### config.mk
export PLATFORM = sky130hd
export DESIGN_NAME = vec_dcache_port_arbiter
export DESIGN_NICKNAME = d
export VERILOG_FILES = /design/src/rtl/vec_dcache_port_arbiter.sv
export SDC_FILE = /design/constraint.sdc
export NUM_CORES = 1
export LEC_CHECK = 0
export BUFFER_PORTS_ARGS = -buffer_cell sky130_fd_sc_hd__buf_2
export CAP_MARGIN = 0
export CORE_AREA = 2 2 214 216
export DETAILED_ROUTE_END_ITERATION = 8
export DIE_AREA = 0 0 216 218
export GPL_ROUTABILITY_DRIVEN = 1
export HOLD_SLACK_MARGIN = 0.15
export PLACE_DENSITY = 0.52
export RECOVER_POWER = 25
export SLEW_MARGIN = 20
export SYNTH_ARGS = -nofsm -noshare
export SYNTH_HDL_FRONTEND = slang
export SYNTH_SLANG_ARGS = --single-unit
### constraint.sdc
create_clock -name clk_i -period 2.5 [get_ports clk_i]
set_input_delay 0.5 -clock clk_i [delete_from_list [all_inputs] [get_ports clk_i]]
set_output_delay 0.5 -clock clk_i [all_outputs]
set_load 0.01 [all_outputs]
### src/rtl/vec_dcache_port_arbiter.sv
// rtl/vec_dcache_port_arbiter.sv - shares one write-through data-cache request port between the scalar LSU and the vector unit
//
// Requests from NR_REQ requesters are arbitrated onto one cache port. Each request that wins the arbitration is
// tagged with a transaction ID (TID) from a free pool. Responses come back by TID, possibly out of order, and are
// routed to the requester that owns the TID. A flush/drain sequence stops granting until all TIDs are free.
//
// Ports:
//   clk_i, rst_ni                      clock, asynchronous active-low reset
//   req_valid_i / req_ready_o          per-requester request handshake (ready is the combinational grant)
//   req_addr_i / req_we_i /
//   req_wdata_i / req_be_i             packed per-requester request fields
//   mem_req_valid_o / mem_req_ready_i  registered request to the cache
//   mem_addr_o / mem_we_o /
//   mem_wdata_o / mem_be_o / mem_tid_o forwarded request fields and allocated TID
//   mem_rsp_valid_i / mem_rsp_tid_i /
//   mem_rsp_rdata_i                    cache response (always accepted)
//   rsp_valid_o / rsp_rdata_o          one-hot response strobe and shared response data
//   flush_i                            stop granting and drain
//   idle_o                             nothing outstanding and nothing pending
//   tid_err_o                          sticky: response for a TID that was not allocated
//
// Build option: CVA6_ARB_SCALAR_PRIO_EN selects fixed priority (requester 0 always wins) instead of round-robin.

module vec_dcache_port_arbiter #(
    parameter int NR_REQ    = 2,
    parameter int ADDR_W    = 64,
    parameter int DATA_W    = 64,
    parameter int TID_W     = 2,
    parameter int MAX_OUTST = 4
) (
    input  logic                       clk_i,
    input  logic                       rst_ni,
    input  logic [NR_REQ-1:0]          req_valid_i,
    output logic [NR_REQ-1:0]          req_ready_o,
    input  logic [NR_REQ*ADDR_W-1:0]   req_addr_i,
    input  logic [NR_REQ-1:0]          req_we_i,
    input  logic [NR_REQ*DATA_W-1:0]   req_wdata_i,
    input  logic [NR_REQ*DATA_W/8-1:0] req_be_i,
    output logic                       mem_req_valid_o,
    input  logic                       mem_req_ready_i,
    output logic [ADDR_W-1:0]          mem_addr_o,
    output logic                       mem_we_o,
    output logic [DATA_W-1:0]          mem_wdata_o,
    output logic [DATA_W/8-1:0]        mem_be_o,
    output logic [TID_W-1:0]           mem_tid_o,
    input  logic                       mem_rsp_valid_i,
    input  logic [TID_W-1:0]           mem_rsp_tid_i,
    input  logic [DATA_W-1:0]          mem_rsp_rdata_i,
    output logic [NR_REQ-1:0]          rsp_valid_o,
    output logic [DATA_W-1:0]          rsp_rdata_o,
    input  logic                       flush_i,
    output logic                       idle_o,
    output logic                       tid_err_o
);

    localparam int NR_TID = 2 ** TID_W;
    localparam int OWN_W  = (NR_REQ > 1) ? $clog2(NR_REQ) : 1;
    localparam int CNT_W  = $clog2(MAX_OUTST + 1);
    localparam int BE_W   = DATA_W / 8;

    generate
        if (MAX_OUTST > NR_TID || MAX_OUTST < 1) begin : g_bad_cfg
            $error("vec_dcache_port_arbiter: MAX_OUTST must be in 1..2**TID_W");
        end
    endgenerate

    typedef enum logic [1:0] {
        ST_RUN       = 2'd0,
        ST_DRAIN     = 2'd1,
        ST_IDLE_WAIT = 2'd2
    } state_t;

    state_t              state_q, state_d;
    logic [NR_TID-1:0]   busy_q, busy_d;
    logic [OWN_W-1:0]    owner_q [NR_TID];
    logic [CNT_W-1:0]    cnt_q, cnt_d;

    logic                out_valid_q;
    logic [ADDR_W-1:0]   out_addr_q;
    logic                out_we_q;
    logic [DATA_W-1:0]   out_wdata_q;
    logic [BE_W-1:0]     out_be_q;
    logic [TID_W-1:0]    out_tid_q;

    logic [NR_REQ-1:0]   rsp_valid_q, rsp_onehot;
    logic [DATA_W-1:0]   rsp_rdata_q;
    logic                tid_err_q;

    logic                win_found;
    logic [OWN_W-1:0]    win_idx;
    logic                free_found;
    logic [TID_W-1:0]    free_tid;
    logic                grant_en;
    logic                grant;
    logic                rsp_hit;
    logic [NR_TID-1:0]   free_mask, alloc_mask;

    logic [ADDR_W-1:0]   sel_addr;
    logic                sel_we;
    logic [DATA_W-1:0]   sel_wdata;
    logic [BE_W-1:0]     sel_be;

`ifdef CVA6_ARB_SCALAR_PRIO_EN
    // Fixed priority: the lowest valid index wins, so the scalar LSU always goes first.
    always_comb begin
        win_found = 1'b0;
        win_idx   = '0;
        for (int i = NR_REQ - 1; i >= 0; i--) begin
            if (req_valid_i[i]) begin
                win_found = 1'b1;
                win_idx   = OWN_W'(i);
            end
        end
    end
`else
    logic [OWN_W-1:0] rr_ptr_q;

    // Round-robin: scan from the pointer upwards, wrapping at NR_REQ.
    always_comb begin
        int idx;
        win_found = 1'b0;
        win_idx   = '0;
        idx       = 0;
        for (int i = 0; i < NR_REQ; i++) begin
            idx = int'(rr_ptr_q) + i;
            if (idx >= NR_REQ) begin
                idx = idx - NR_REQ;
            end
            if (!win_found && req_valid_i[idx]) begin
                win_found = 1'b1;
                win_idx   = OWN_W'(idx);
            end
        end
    end

    always_ff @(posedge clk_i or negedge rst_ni) begin
        if (!rst_ni) begin
            rr_ptr_q <= '0;
        end else if (grant) begin
            rr_ptr_q <= (win_idx == OWN_W'(NR_REQ - 1)) ? '0 : win_idx + 1'b1;
        end
    end
`endif

    // Lowest free TID below MAX_OUTST. Uses the registered pool, so a TID freed this
    // cycle only becomes allocatable next cycle.
    always_comb begin
        free_found = 1'b0;
        free_tid   = '0;
        for (int t = MAX_OUTST - 1; t >= 0; t--) begin
            if (!busy_q[t]) begin
                free_found = 1'b1;
                free_tid   = TID_W'(t);
            end
        end
    end

    // Winner's request fields.
    always_comb begin
        sel_addr  = '0;
        sel_we    = 1'b0;
        sel_wdata = '0;
        sel_be    = '0;
        for (int i = 0; i < NR_REQ; i++) begin
            if (win_idx == OWN_W'(i)) begin
                sel_addr  = req_addr_i[i*ADDR_W +: ADDR_W];
                sel_we    = req_we_i[i];
                sel_wdata = req_wdata_i[i*DATA_W +: DATA_W];
                sel_be    = req_be_i[i*BE_W +: BE_W];
            end
        end
    end

    // FSM next state. Granting is also held off in the cycle flush_i rises so that
    // nothing new is issued once a drain has been requested.
    always_comb begin
        state_d  = state_q;
        grant_en = 1'b0;
        unique case (state_q)
            ST_RUN: begin
                grant_en = !flush_i;
                if (flush_i) begin
                    state_d = ST_DRAIN;
                end
            end
            ST_DRAIN: begin
                if (!out_valid_q) begin
                    state_d = ST_IDLE_WAIT;
                end
            end
            ST_IDLE_WAIT: begin
                if (busy_q == '0 && !flush_i) begin
                    state_d = ST_RUN;
                end
            end
            default: state_d = ST_RUN;
        endcase
    end

    assign grant = grant_en && win_found && free_found
                && (cnt_q < CNT_W'(MAX_OUTST))
                && (!out_valid_q || mem_req_ready_i);

    assign rsp_hit = mem_rsp_valid_i && busy_q[mem_rsp_tid_i];

    always_comb begin
        req_ready_o = '0;
        alloc_mask  = '0;
        free_mask   = '0;
        rsp_onehot  = '0;
        if (grant) begin
            req_ready_o[win_idx] = 1'b1;
            alloc_mask[free_tid] = 1'b1;
        end
        if (rsp_hit) begin
            free_mask[mem_rsp_tid_i]            = 1'b1;
            rsp_onehot[owner_q[mem_rsp_tid_i]]  = 1'b1;
        end
        busy_d = (busy_q & ~free_mask) | alloc_mask;
        cnt_d  = cnt_q;
        if (grant && !rsp_hit) begin
            cnt_d = cnt_q + 1'b1;
        end else if (!grant && rsp_hit) begin
            cnt_d = cnt_q - 1'b1;
        end
    end

    always_ff @(posedge clk_i or negedge rst_ni) begin
        if (!rst_ni) begin
            state_q     <= ST_RUN;
            busy_q      <= '0;
            cnt_q       <= '0;
            for (int t = 0; t < NR_TID; t++) begin
                owner_q[t] <= '0;
            end
            out_valid_q <= 1'b0;
            out_addr_q  <= '0;
            out_we_q    <= 1'b0;
            out_wdata_q <= '0;
            out_be_q    <= '0;
            out_tid_q   <= '0;
            rsp_valid_q <= '0;
            rsp_rdata_q <= '0;
            tid_err_q   <= 1'b0;
        end else begin
            state_q     <= state_d;
            busy_q      <= busy_d;
            cnt_q       <= cnt_d;
            rsp_valid_q <= rsp_onehot;
            if (grant) begin
                owner_q[free_tid] <= win_idx;
                out_valid_q       <= 1'b1;
                out_addr_q        <= sel_addr;
                out_we_q          <= sel_we;
                out_wdata_q       <= sel_wdata;
                out_be_q          <= sel_be;
                out_tid_q         <= free_tid;
            end else if (mem_req_ready_i) begin
                out_valid_q <= 1'b0;
            end
            if (rsp_hit) begin
                rsp_rdata_q <= mem_rsp_rdata_i;
            end
            if (mem_rsp_valid_i && !busy_q[mem_rsp_tid_i]) begin
                tid_err_q <= 1'b1;
            end
        end
    end

    assign mem_req_valid_o = out_valid_q;
    assign mem_addr_o      = out_addr_q;
    assign mem_we_o        = out_we_q;
    assign mem_wdata_o     = out_wdata_q;
    assign mem_be_o        = out_be_q;
    assign mem_tid_o       = out_tid_q;
    assign rsp_valid_o     = rsp_valid_q;
    assign rsp_rdata_o     = rsp_rdata_q;
    assign tid_err_o       = tid_err_q;
    assign idle_o          = (cnt_q == '0) && !out_valid_q && !(|req_valid_i);

endmodule

==> results of run 1 <==
layer usage:
layer | global-route usage [%] | up-vias
li1 | - | 5368
met1 | 24.16 | 5924
met2 | 30.87 | 722
met3 | 4.700 | 97
met4 | 8.676 | 4
met5 | 0 | -
worst max-delay path, stage by stage, from the launching register on:
cell and delay, ns:
dfrtp_2 0.43, nor4_4 0.29, nand4_1 0.15, buf_4 0.17, nor2_1 0.12, buf_2 0.16
cells in the mapped netlist, drive strengths merged, types with 2 or more instances:
master	count	area (um2)
dfrtp	221	5530
o21ai	144	720.7
a41oi	139	1217
a31oi	137	857.1
o211ai	137	1028
clkbuf	128	480.5
mux2	72	810.8
buf	34	166.4
nand2	8	30.03
nor2	7	26.28
inv	6	22.52
nand4	5	31.28
nand2b	4	25.02
mux2i	3	30.03
nor2b	3	18.77
or4	2	15.01
xor2	2	17.52
area by class of cell:
type,instances,area [um2],area share [%]
multi-input cells,677,5011,31.11
clock inverters,12,137.6,0.8545
flip-flops and latches,221,5535,34.37
diodes,13,32.53,0.2020
clock buffers,39,822.0,5.104
well taps,600,750.7,4.661
inverters,6,28.78,0.1787
repair buffers,651,3789,23.52
cell families after synthesis:
kind of cell             Yosys count
multiplexers                      76
flip-flops                       221
AND/OR/NAND/NOR                   36
adder cells (fa/ha/maj)            2
XOR/XNOR                           3
AO/OA/AOI/OAI                    560
buffers and inverters            168
power by group:
group	switching, mW	leakage [nW]	total (mW)	internal, mW
clock network	1.67	0.470	4.17	2.50
registers	1.12	2.56	6.49	5.37
logic	4.31	3.75	7.62	3.31
per-stage QoR:
| stage | setup TNS [ns] | hold WS (ns) |
|---|---|---|
| detailed placement | 0 | 0.4391 |
| global placement | 0 | 0.4369 |
| floorplan | -0.008880 | 0.2044 |
| global route | -0.009065 | 0.1603 |
| CTS | 0 | 0.1511 |
| finish | 0 | 0.1852 |
timing repair:
item | CTS | global route
cloned | 0 | 0
pin swaps | 1 | 2
hold endpoints to repair | 88 | 0
hold buffers | 53 | 0
resized for setup | 0 | 1
buffers inserted | 1 | 3
endpoints found under the setup margin | 2 | 2
layout by cell type, fill, tap and decap left out, drive strengths merged, types with 5 or more instances in the layout:
| cell | count |
|---|---|
| buf | 593 |
| dfrtp | 221 |
| o21ai | 144 |
| a41oi | 139 |
| o211ai | 137 |
| a31oi | 137 |
| mux2 | 72 |
| dlygate4sd3 | 53 |
| clkbuf | 44 |
| diode | 13 |
| nand2 | 8 |
| clkinv | 8 |
| nor2 | 7 |
| inv | 6 |
| nand4 | 5 |
registers in the layout, indices dropped and copies added, names as in the netlist, 2 cells and up:
register and cells:
mem_addr_o 64, rsp_valid_o 2, state_q 2, cnt_q 3, mem_wdata_o 64, mem_tid_o 2
rsp_rdata_o 64, owner_q 4, mem_be_o 8, busy_q 4
final timing paths:
check / to / slack, ns
worst min register to register: tid_err_o / 0.45
min in group asynchronous: mem_wdata_o[56] / 0.75
worst max-delay path: req_ready_o[0] / 0.11
worst max register to register: mem_wdata_o[2] / 0.26
worst min-delay path: rsp_rdata_o[22] / 0.19
max in group asynchronous: rr_ptr_q / 0.39
==> flow_summary.yaml, run 1 <==
place:
  placed_cells_incl_taps: 2098
  preCtsSetupSlack_ns: 0.1154
  gp_congestion: 0.8209
  post-dp-hpwl_um: 30700
  dpl_cell_area_mm2: 0.01458
  port_buffers: 556
floorplan:
  core_area_mm2: 0.04489
  num_rows: 78
  initial_core_util_pct: 24.90
  io_pins: 557
  die_y_um: 218
  die_area_mm2: 0.04709
  die_w_um: 216
sta:
  finalSetupViolCount: 0
  final_hold_viol_count: 0
  relSlewSlack_pct: 17.08
  clock.fmax_mhz: 419.2
  layout_worst_path_cycle_share_pct: 95.41
  worst_pin_slew_ns: 1.244
  fin_worst_skew_ns: 0.01499
  setup_ws_ns: 0.1146
  maxSlewViolCount: 0
  finalCriticalPeriod_ns: 2.385
clocking:
  clock_path_buffers: 3
  numCtsBuffers: 28
  worstSkewPairLatency_ns: 0.56
  clkTransAtPathRegs_ns: 0.06
  cts-root-buf: "clkbuf_16"
  h-tree-depth: 1
  cts.sinks: 221
  tritoncts: "built"
synthesis:
  ys_warn_count: 0
  synth-adder-area-share_pct: 0.2910
  synthSimpleGateAreaFrac_pct: 1.903
  synth_top_family_by_area: "compound AO/OA/AOI/OAI gates"
  synthCells: 1066
  ys_seq_area_share_pct: 49.47
  muxShareOfSynthArea_pct: 7.722
  ys_ff_latch: 221
  synth-edff-count: 0
  synth_compound_area_share_pct: 34.39
  synthDistinctLibCells: 35
  synth_area_mm2: 0.01118
  synth-xor-area-share_pct: 0.2350
  syn_avg_cell_area_um2: 10.49
  synth_fp_nets: 1415
  synth-async-reset-ratio_pct: 100.0
  synth_flop_cell: "dfrtp_1"
layout:
  n_fill_cell: 4533
  syn2layout_area_growth_pct: 44.07
  drive_gt1_share_pct: 45.08
  nets: 1934
  final_util_pct: 35.88
  layout.cells.non_filler: 2219
  fin_area_mm2: 0.01611
worst_hold_path:
  hold_start: "mem_rsp_rdata_i[22]"
  hp-class: "in2reg"
  holdPathStages: 2
routing:
  top_layer: "met5"
  first_pass_iters: 5
  wl_met2_um: 22630
  ant_nets: 0
  met1_length_um: 18580
  drc: 0
  vias: 12120
  drt_iter0_drc: 1029
  wl_per_cell_um: 21.34
  dr_wl_met3_um: 4241
  wl_um: 47350
  vias_per_cell: 5.460
worst_setup_path:
  r2r_cells: 7
  timing.rr.start: "state_q[0]"
  crit_path_end_kind: "primary output"
  worstPathRequired_ns: 2.00
  startpoint: "state_q[0]"
  cp.arrival_ns: 1.89
  crit_fanout: 3
  crit_path_start_kind: "flop"
  worstSetupPathType: "reg2out"
pwr:
  power.total_mw: 18.28
  power_density_mw_per_mm2: 1135
  power.leakage_nw: 6.773
  ir_worst_vdd_mv: 0.5010
run_status:
  status: "completed"
global_route:
  overflow: 0
  grt_pass1_vias: 11930
  gr-usage-all-layers_pct: 19.11
  grt_pass1_wl_um: 71810
  grt_max_degree: 145
  antenna_found_initial: 14
job:
  drv_cap: 0
Power figures use the tool's default switching activity.
==> run 2: changes to the inputs <==
Settings changed: CTS_BUF_LIST set to sky130_fd_sc_hd__clkbuf_4.
==> run 2 against run 1 <==
Against the previous run: first-iteration DRC count is 13% higher; clock skew grew 0.029 ns; non-clock buffer count increased by 300; die area unchanged; combinational power rose by 12%.
==> flow_summary.yaml, run 2 (synthesis results as in run 1) <==
floorplan:
  num_rows: 78
  initial_core_util_pct: 24.90
  die_area_mm2: 0.04709
  die_w_um: 216
  io_pins: 557
  die_y_um: 218
  core_area_mm2: 0.04489
global_route:
  grt_pass1_wl_um: 79700
  grt_max_degree: 145
  overflow: 0
  grt_pass1_vias: 14300
  gr-usage-all-layers_pct: 21.25
  antenna_found_initial: 2
sta:
  clock.fmax_mhz: 405.9
  relSlewSlack_pct: 31.03
  rsz0062_at_grt: "yes"
  finalCriticalPeriod_ns: 2.464
  maxSlewViolCount: 0
  finalSetupViolCount: 0
  worst_pin_slew_ns: 1.035
  final_hold_viol_count: 0
  layout_worst_path_cycle_share_pct: 98.55
  fin_worst_skew_ns: 0.04358
  setup_ws_ns: 0.03628
clocking:
  clkTransAtPathRegs_ns: 0.06
  h-tree-depth: 3
  numCtsBuffers: 68
  clock_path_buffers: 3
  cts-root-buf: "clkbuf_4"
  cts.sinks: 221
  worstSkewPairLatency_ns: 0.75
  tritoncts: "built"
place:
  port_buffers: 556
  post-dp-hpwl_um: 30700
  dpl_cell_area_mm2: 0.01458
  preCtsSetupSlack_ns: 0.1154
  gp_congestion: 0.8209
  placed_cells_incl_taps: 2098
worst_setup_path:
  worstPathRequired_ns: 2.00
  crit_fanout: 18
  crit_path_start_kind: "flop"
  crit_buf_inv: 1
  rrSetupSlack_ns: 0.17
  cp_slowest_cell: "dfrtp_4"
  worstSetupPathType: "reg2out"
  crit_path_end_kind: "primary output"
  crit_path_cell_trace: "nor2b_4 -> nor2_1 -> nor2_4 -> buf_6"
  cp_top_family: "flip-flops"
  cpPeakStageDelay_ns: 0.58
  cp.arrival_ns: 1.96
layout:
  final_util_pct: 42.44
  layout_commonest_cell: "buf_2"
  final_cell_mix: "buf_2 (552), dlygate4sd3_1 (346), dfrtp_1 (215)"
  fin_area_mm2: 0.01905
  nets: 2274
  drive_gt1_share_pct: 40.25
  syn2layout_area_growth_pct: 70.41
  layout.cells.non_filler: 2567
routing:
  met1_length_um: 20640
  wl_per_cell_um: 20.64
  vias: 13850
  ant_nets: 0
  top_layer: "met4"
  wl_um: 52990
  drc: 0
  vias_per_cell: 5.397
  first_pass_iters: 5
  wl_met2_um: 25480
  dr_wl_met3_um: 4347
  drt_iter0_drc: 1165
pwr:
  power.leakage_nw: 8.076
  power.total_mw: 18.63
  power_density_mw_per_mm2: 978.0
  ir_worst_vdd_mv: 0.4827
worst_hold_path:
  hp-class: "in2reg"
run_status:
  status: "completed"
job:
  drv_cap: 0
run 2: cell types whose count changed in the layout (fill, tap and decap cells not counted), moves of 4 or more:
cell / previous run / this run
dlygate4sd3_1: 53 / 346
clkinv_1: 0 / 8
dfrtp_2: 1 / 5
clkbuf_4: 2 / 96
dfrtp_1: 219 / 215
buf_6: 0 / 4
buf_4: 26 / 31
clkbuf_16: 28 / 2
diode_2: 13 / 2
clkbuf_8: 8 / 0
run 2: final timing paths:
check                                from  depth (start not counted)               to
min in group asynchronous          rst_ni                          3  mem_wdata_o[10]
hold / removal             req_valid_i[0]                          4  mem_wdata_o[29]
hold reg to reg              mem_tid_o[0]                          1     mem_tid_o[0]
setup / recovery                 rr_ptr_q                          4   req_ready_o[0]
max in group asynchronous          rst_ni                          4  mem_wdata_o[56]
setup reg to reg               state_q[0]                          8  mem_wdata_o[34]
run 2: power by group:
group / internal (mW) / switching (mW)
clock network: 1.95 / 1.63
logic: 3.93 / 4.61
registers: 5.37 / 1.14
total: 11.3 / 7.38
run 2: area by class of cell:
| class | instances | area [um2] |
|---|---|---|
| sequential | 221 | 5540 |
| multi-input combinational | 677 | 5026 |
| clock inverter | 14 | 107.6 |
| timing repair buffer | 951 | 6872 |
| clock buffer | 96 | 720.7 |
| fill | 4268 | 25840 |
| tap | 600 | 750.7 |
| antenna | 2 | 5.005 |
| inverter | 6 | 28.78 |
run 2: worst register-to-register path: stages, from the launching register on:
cell,delay (ns)
dfrtp_2,0.42
nor4_4,0.28
buf_4,0.15
buf_4,0.09
buf_4,0.19
buf_16,0.24
a41oi_1,0.16
a31oi_1,0.19
dlygate4sd3_1,0.59
run 2: through the flow:
stage,hold WS [ns],setup TNS (ns)
after detailed placement,0.4391,0
after floorplan,0.2044,-0.008880
after CTS,0.2449,-0.3219
final,0.3607,0
after global routing,0.3114,-0.4020
after global placement,0.4369,0
run 2: what timing repair did:
action | CTS | global route
hold endpoints to repair | 429 | 0
pin swaps | 4 | 2
gates cloned | 0 | 2
hold buffers | 346 | 0
gates resized for setup | 5 | 12
buffers inserted | 6 | 3
endpoints found under the setup margin | 3 | 16
run 2: layer usage:
metal / track usage [%] / vias up
li1: - / 6076
met1: 25.10 / 6734
met2: 35.22 / 876
met3: 5.077 / 168
met4: 12.56 / 0
met5: 0 / -
==> run 3: changes to the inputs <==
==> constraint.sdc (replaced) <==
create_clock -name clk_i -period 2.5 [get_ports clk_i]
set_input_delay 0.75 -clock clk_i [delete_from_list [all_inputs] [get_ports clk_i]]
set_output_delay 0.75 -clock clk_i [all_outputs]
set_load 0.01 [all_outputs]
==> run 3 against run 2 <==
Against the previous run: the flow now finishes with violations (setup timing); sequential share of layout area up 5.5 points; clock skew down 0.00085 ns; total power down 4.3%; sequential power down 1%; cell area down 16%; largest power group unchanged; highest routed layer unchanged.
==> flow_summary.yaml, run 3 (synthesis results as in run 1) <==
global_route:
  grt_max_degree: 139
  grt_pass1_vias: 12290
  overflow: 0
  gr-usage-all-layers_pct: 19.89
  grt_pass1_wl_um: 73860
  antenna_found_initial: 10
clocking:
  clock_path_buffers: 3
  clkTransAtPathRegs_ns: 0.06
  tritoncts: "built"
  worstSkewPairLatency_ns: 0.75
  h-tree-depth: 3
  cts.sinks: 221
  numCtsBuffers: 67
  cts-root-buf: "clkbuf_4"
layout:
  final_cell_mix: "buf_2 (554), dfrtp_1 (217), o21ai_0 (144)"
  layout_commonest_cell: "buf_2"
  nets: 1978
  syn2layout_area_growth_pct: 43.45
  drive_gt1_share_pct: 47.00
worst_setup_path:
  cp.arrival_ns: 1.99
  worstSetupPathType: "reg2out"
  cpPeakStageDelay_ns: 0.53
  crit_buf_inv: 1
  crit_path_end_kind: "primary output"
  crit_path_start_kind: "flop"
  cp_top_family: "simple AND/OR/NAND/NOR gates"
  crit_path_cell_trace: "or4_1 -> nor2_2 -> buf_2"
  worstPathRequired_ns: 1.75
  crit_fanout: 2
  cp_slowest_cell: "or4_1"
sta:
  relSlewSlack_pct: 9.105
  finalSetupViolCount: 3
  fin_worst_skew_ns: 0.04273
  maxSlewViolCount: 0
  clock.fmax_mhz: 364.7
  worst_pin_slew_ns: 1.363
  setup_ws_ns: -0.2418
  finalCriticalPeriod_ns: 2.742
  layout_worst_path_cycle_share_pct: 109.7
  final_hold_viol_count: 0
  rsz0062_at_grt: "yes"
  fin_setup_tns_ns: -0.5959
floorplan:
  initial_core_util_pct: 24.90
  num_rows: 78
  core_area_mm2: 0.04489
  die_w_um: 216
  io_pins: 557
  die_y_um: 218
  die_area_mm2: 0.04709
pwr:
  power.leakage_nw: 6.810
  ir_worst_vdd_mv: 0.5103
  power_density_mw_per_mm2: 1112
routing:
  vias: 12430
  vias_per_cell: 5.464
  drt_iter0_drc: 893
  wl_um: 48820
  wl_per_cell_um: 21.47
  drc: 0
  ant_nets: 0
  first_pass_iters: 5
place:
  port_buffers: 556
  gp_congestion: 0.8025
  preCtsSetupSlack_ns: -0.1164
  post-dp-hpwl_um: 30120
job:
  drv_cap: 0
worst_hold_path:
  hp-class: "in2reg"
run_status:
  status: "finished, violations left"
  violations: "setup timing"
[run 3: layer usage]
metal  track usage [%]  vias up  wire length [um]
met5                 0        -                 0
met1             24.40     6109             18930
met4             9.041        0              1644
met3             4.937      110              4237
met2             32.98      711             24000
li1                  -     5496                 -
[run 3: where the power goes]
group          internal (mW)  switching [mW]  total [mW]  leakage [nW]
combinational           3.35            4.45        7.81          3.78
sequential              5.37            1.05        6.42          2.55
clock                   1.95            1.66        3.61         0.481
[run 3: what timing repair did]
action                                  CTS  global route
setup buffers                             5             0
endpoints found under the setup margin    3             3
endpoints found under the hold margin    97             0
hold buffers                             55             0
resized for setup                         4             0
pin swaps                                 7             1
[run 3: worst paths after layout]
path | cells past startpoint | from | slack (ns) | end
worst max-delay path | 3 | mem_req_valid_o | -0.24 | idle_o
worst min-delay path | 2 | mem_rsp_rdata_i[19] | 0.27 | rsp_rdata_o[19]
worst max register to register | 10 | state_q[0] | 0.28 | cnt_q[2]
worst min register to register | 1 | tid_err_o | 0.46 | tid_err_o
max in group asynchronous | 3 | rst_ni | 0.11 | mem_wdata_o[46]
min in group asynchronous | 2 | rst_ni | 0.89 | rsp_rdata_o[4]
[run 3: final cells by class]
cell class / count / area [um2]
Multi-Input combinational cell: 677 / 5029
Fill cell: 4615 / 28860
Inverter: 6 / 30.03
Timing Repair Buffer: 656 / 3856
Tap cell: 600 / 750.7
Antenna cell: 10 / 25.02
Sequential cell: 221 / 5538
Clock buffer: 90 / 675.6
Clock inverter: 14 / 132.6
[run 3: worst register-to-register path, delay by kind of cell (launching register included)]
kind | cells | cell delay [ns]
XOR/XNOR | 2 | 0.32
adder cells (fa/ha/maj) | 2 | 0.44
buffers and inverters | 3 | 0.30
flip-flops | 1 | 0.42
AND/OR/NAND/NOR | 3 | 0.65
[run 3: through the flow]
step	power (mW)	instance area (um2)	std cells	hold WS [ns]	utilization (%)
3_3_place_gp	14.13	14660	2100	0.4449	32.66
5_1_grt	19.10	16040	2274	0.1875	35.72
2_1_floorplan	10.62	11220	1066	0.4544	-
6_report	17.84	16040	2274	0.2664	35.72
4_1_cts	18.08	16060	2264	0.1512	35.78
3_5_place_dp	14.23	14660	2100	0.4524	32.66
